File: config.mk
export PLATFORM = sky130hd
export DESIGN_NAME = gestion_memoire_param
export DESIGN_NICKNAME = d
export VERILOG_FILES = /design/src/rtl/gestion_memoire_param.sv
export SDC_FILE = /design/constraint.sdc
export NUM_CORES = 1
export LEC_CHECK = 0
export BUFFER_PORTS_ARGS = -buffer_cell sky130_fd_sc_hd__buf_2
export CAP_MARGIN = 20
export CORE_ASPECT_RATIO = 1.4
export CORE_MARGIN = 8
export CORE_UTILIZATION = 50
export DETAILED_ROUTE_END_ITERATION = 7
export PLACE_DENSITY = 0.75
export RECOVER_POWER = 100
export SYNTH_ARGS = -nofsm -noshare
export SYNTH_HDL_FRONTEND = slang
export SYNTH_SLANG_ARGS = --single-unit
File: constraint.sdc
create_clock -name Clk -period 3.9 [get_ports Clk]
set_input_delay 0.195 -clock Clk [delete_from_list [all_inputs] [get_ports Clk]]
set_output_delay 0.195 -clock Clk [all_outputs]
set_load 0.02 [all_outputs]
File: src/rtl/gestion_memoire_param.sv
// Memory access sequencer: turns changes on the user address/data inputs into strobed
// read or write cycles on an external memory bus, with optional write read-back check.
module gestion_memoire_param #(
    parameter int ADDR_W  = 7,
    parameter int DATA_W  = 7,
    parameter int LATCH_W = 1,
    parameter int VERIFY  = 0
) (
    input  logic              Clk,
    input  logic              Rst,
    input  logic [ADDR_W-1:0] AddIn,
    input  logic [DATA_W-1:0] DataIn,
    input  logic              ReadReq,
    input  logic [DATA_W-1:0] DataBusOut,
    output logic [ADDR_W-1:0] AddOut,
    output logic [DATA_W-1:0] DataBusIn,
    output logic              Latch,
    output logic              RW,
    output logic [DATA_W-1:0] DataOut,
    output logic              Busy,
    output logic              Done,
    output logic              Err
);

    typedef enum logic [2:0] {
        IDLE, SETUP, STROBE, HOLD, RB_SETUP, RB_STROBE, RB_HOLD
    } state_t;

    localparam logic [3:0] STROBE_LAST = 4'(LATCH_W - 1);

    state_t            state, state_n;
    logic [3:0]        cnt, cnt_n;
    logic [ADDR_W-1:0] add_snap, add_snap_n, add_out_n;
    logic [DATA_W-1:0] data_snap, data_snap_n, data_bus_in_n, data_out_n;
    logic              latch_n, rw_n, busy_n, done_n, err_n;

    always_ff @(negedge Clk) begin
        if (Rst) begin
            state     <= IDLE;
            cnt       <= 4'd0;
            add_snap  <= AddIn;
            data_snap <= DataIn;
            AddOut    <= '0;
            DataBusIn <= '0;
            DataOut   <= '0;
            Latch     <= 1'b0;
            RW        <= 1'b1;
            Busy      <= 1'b0;
            Done      <= 1'b0;
            Err       <= 1'b0;
        end else begin
            state     <= state_n;
            cnt       <= cnt_n;
            add_snap  <= add_snap_n;
            data_snap <= data_snap_n;
            AddOut    <= add_out_n;
            DataBusIn <= data_bus_in_n;
            DataOut   <= data_out_n;
            Latch     <= latch_n;
            RW        <= rw_n;
            Busy      <= busy_n;
            Done      <= done_n;
            Err       <= err_n;
        end
    end

    always_comb begin
        state_n       = state;
        cnt_n         = cnt;
        add_snap_n    = add_snap;
        data_snap_n   = data_snap;
        add_out_n     = AddOut;
        data_bus_in_n = DataBusIn;
        data_out_n    = DataOut;
        latch_n       = Latch;
        rw_n          = RW;
        busy_n        = Busy;
        done_n        = 1'b0;
        err_n         = Err;

        case (state)
            IDLE: begin
                // A data change wins over an address change, which wins over ReadReq.
                if (DataIn != data_snap || AddIn != add_snap || ReadReq) begin
                    add_out_n   = AddIn;
                    add_snap_n  = AddIn;
                    data_snap_n = DataIn;
                    busy_n      = 1'b1;
                    err_n       = 1'b0;
                    state_n     = SETUP;
                    if (DataIn != data_snap) begin
                        rw_n          = 1'b0;
                        data_bus_in_n = DataIn;
                    end else begin
                        rw_n = 1'b1;
                    end
                end
            end
            SETUP: begin
                latch_n = 1'b1;
                cnt_n   = 4'd0;
                state_n = STROBE;
            end
            STROBE: begin
                if (cnt == STROBE_LAST) begin
                    latch_n = 1'b0;
                    state_n = HOLD;
                end else begin
                    cnt_n = cnt + 4'd1;
                end
            end
            HOLD: begin
                if (VERIFY != 0 && !RW) begin
                    rw_n    = 1'b1;
                    cnt_n   = 4'd0;
                    state_n = RB_SETUP;
                end else begin
                    data_out_n = DataBusOut;
                    done_n     = 1'b1;
                    busy_n     = 1'b0;
                    state_n    = IDLE;
                end
            end
            // Two setup cycles after RW flips give the bus a turnaround before the strobe.
            RB_SETUP: begin
                if (cnt == 4'd1) begin
                    latch_n = 1'b1;
                    cnt_n   = 4'd0;
                    state_n = RB_STROBE;
                end else begin
                    cnt_n = cnt + 4'd1;
                end
            end
            RB_STROBE: begin
                if (cnt == STROBE_LAST) begin
                    latch_n = 1'b0;
                    state_n = RB_HOLD;
                end else begin
                    cnt_n = cnt + 4'd1;
                end
            end
            RB_HOLD: begin
                data_out_n = DataBusOut;
                err_n      = (DataBusOut != DataBusIn);
                done_n     = 1'b1;
                busy_n     = 1'b0;
                state_n    = IDLE;
            end
            default: state_n = IDLE;
        endcase
    end

endmodule

==> flow_summary.yaml <==
outcome:
  status: "complete, but fails checks"
  violations: "max-capacitance violations, max-slew violations"
route:
  drt-vias-per-instance: 5.19
  drc_errors: 0
  drt-initial-drc-count: 102
  detail-route-antenna-nets: 0
  firstDrtPassIters: 5
  vias: 1755
  wl_per_cell_um: 14.3
  wl_um: 4840
setup_path:
  crit_required_ps: 1970
  critPathArrivalTime_ps: 1640
  r2r_start: "cnt[0]"
  setup.worst_path.end: "data_snap[3]"
  reg2reg_slack_ps: 1830
  r2r-end: "cnt[0]"
  startpoint: "AddIn[3]"
  worstSetupPathType: "in -> reg"
  timing.reg2reg.worst_path_depth: 7
  startpoint_type: "primary input"
  end_kind: "flip-flop"
  crit_fanout: 14
floorplan:
  core_um2: 4130
  ios: 50
  die_height_um: 92.5
  fp.dieW_um: 70.6
  die_area_um2: 6530
  start_util_pct: 50.5
  rows: 28
min_path:
  min_path_cells: 2
  hp-class: "reg -> reg"
  hp-start: "AddOut[1]"
yosys:
  synth-async-reset-ratio_pct: 0
  synth-simple-area-share_pct: 18.0
  post-synth-top-count-cell: "dfxtp_1"
  synth_top_area_cell: "dfxtp_1"
  synth_area_um2: 2090
  synthesis.nets: 223
  synth_top_area_share_pct: 31.6
  synth.ff_latch_count: 47
  synth_cell_types: 42
  synthFlopType: "dfxtp_1"
  yosys_warnings: 0
  seq_area_frac_synth_pct: 51.8
  synth_area_leaders: "dfxtp_1, edfxtp_1, mux2i_1"
  synthMuxAreaShare_pct: 6.71
  synth_xor_area_share_pct: 9.65
  synth_top_family_by_area: "simple AND/OR/NAND/NOR gates"
  synth-edff-count: 14
  synth-adder-area-share_pct: 1.80
  syn-instance-count: 196
  synth_compound_area_share_pct: 8.81
  syn_avg_cell_area_um2: 10.7
  netlist_top_cells_count: "dfxtp_1, nor2_1, xor2_1"
global_routing:
  antenna_found_initial: 0
  grt_pass1_wl_um: 7910
  grt_pass1_vias: 1841
  grt-ovfl-total: 0
  grtUsageTotal_pct: 15.0
  grt_max_degree: 42
clock_tree:
  root_buffer: "clkbuf_8"
  insertion_delay_ps: 380
  clock_sinks: 47
  cts_resized: 0
  cts_tree: "yes"
  cts_hold_buffers: 0
  clkTransAtPathRegs_ps: 30
  numCtsBuffers: 5
  h-tree-depth: 2
  post_cts.repair.setup_buffers: 0
  cts.path.max_buffers: 2
timing:
  fin_setup_tns_ps: 0
  setup_ws_ps: 326
  tightest_slew_ps: 1590
  worst_clock_skew_ps: 24.8
  rsz0062_at_grt: "false"
  slew_viol_final: 42
  holdWs_ps: 470
  relSlewSlack_pct: -5.77
  hold_viol: 0
  setup_viol: 0
power_and_ir_drop:
  finalPower_mw: 1.20
  power_leakage_nw: 1.19
  peakVddDrop_v: 0.000250
  power_density_nw_per_um2: 466
place:
  hpwl_um: 3410
  placed_cells: 284
  gp_congestion: 0.842
  dpl_cell_area_um2: 2370
  numPortBuffers: 49
  post-place-ws_ps: 34.7
finish:
  nFillCells: 407
  diodes: 0
  drive_gt1_share_pct: 7.51
  fin_nets: 319
  area_delta_synth_final_pct: 22.8
  utilization_pct: 62.0
  finalInstanceArea_um2: 2560
  final_cells: 338
flow_run:
  max-cap-violations: 1
## registers in the layout (all words and copies together) (netlist names)
register / cells
add_snap: 7
state: 3
Err: 1
DataBusIn: 7
cnt: 4
Done: 1
AddOut: 7
Latch: 1
Busy: 1
DataOut: 7
RW: 1
data_snap: 7
## cell usage in the layout, fill, tap and decap left out, types with 2 or more instances in the layout
master	instances
inv_1	50
clkbuf_1	42
dfxtp_1	33
nor2_1	25
xor2_1	15
mux2i_1	14
edfxtp_1	14
nand2b_1	11
o21ai_0	10
xnor2_1	8
buf_2	8
nor3_1	7
nand4b_1	7
a21oi_1	5
clkbuf_8	5
ha_1	3
buf_4	3
nor2b_1	2
a31oi_1	2
a211oi_1	2
o21ai_2	2
nor4_1	2
nand2_1	2
inv_4	2
## final cells by class
| class | count | area (um^2) | area share (%) |
|---|---|---|---|
| clock buffers | 5 | 68.8 | 2.68 |
| multi-input cells | 135 | 930 | 36.2 |
| clock inverters | 50 | 198 | 7.71 |
| well taps | 45 | 56.3 | 2.20 |
| repair buffers | 53 | 220 | 8.59 |
| flip-flops and latches | 47 | 1080 | 42.1 |
| inverters | 3 | 11.3 | 0.439 |
## power breakdown
part	leakage [nW]	switching [mW]	internal [mW]	total (mW)
Combinational	0.478	0.0892	0.0568	0.146
Clock	0.299	0.295	0.191	0.486
Sequential	0.414	0.0231	0.541	0.564
## routing by layer
metal  routed length (um)  vias to the layer above  global-route usage [%]
met1                 1960                      825                    14.5
met2                 2520                       42                    24.5
met5                    0                        -                       0
met3                  255                        9                    7.24
met4                  102                        0                    11.0
li1                     -                      879                       -
## worst min path at each step
stage                           end  slack [ps]
final                     AddOut[1]         470
after CTS                 AddOut[1]         460
after floorplan            state[2]         520
after global placement    AddOut[1]         450
after detailed placement  AddOut[1]         450
after global routing      AddOut[2]         510
## kinds of logic (layout without fill, tap and decap cells)
group | after synthesis | in the layout
buffers and inverters | 14 | 111
AOI/OAI and AO/OA | 29 | 29
and+or+nand+nor | 66 | 66
DFF | 47 | 47
adders and majority gates | 3 | 3
xor gates and xnor gates | 23 | 23
muxes | 14 | 14
## worst max-delay path, cell delays in order
cell and delay (ps):
clkbuf_1 120, xor2_1 170, nor4_1 360, nand4bb_1 160, and2_0 190, or2_1 440
(Power assumes the default switching activity.)
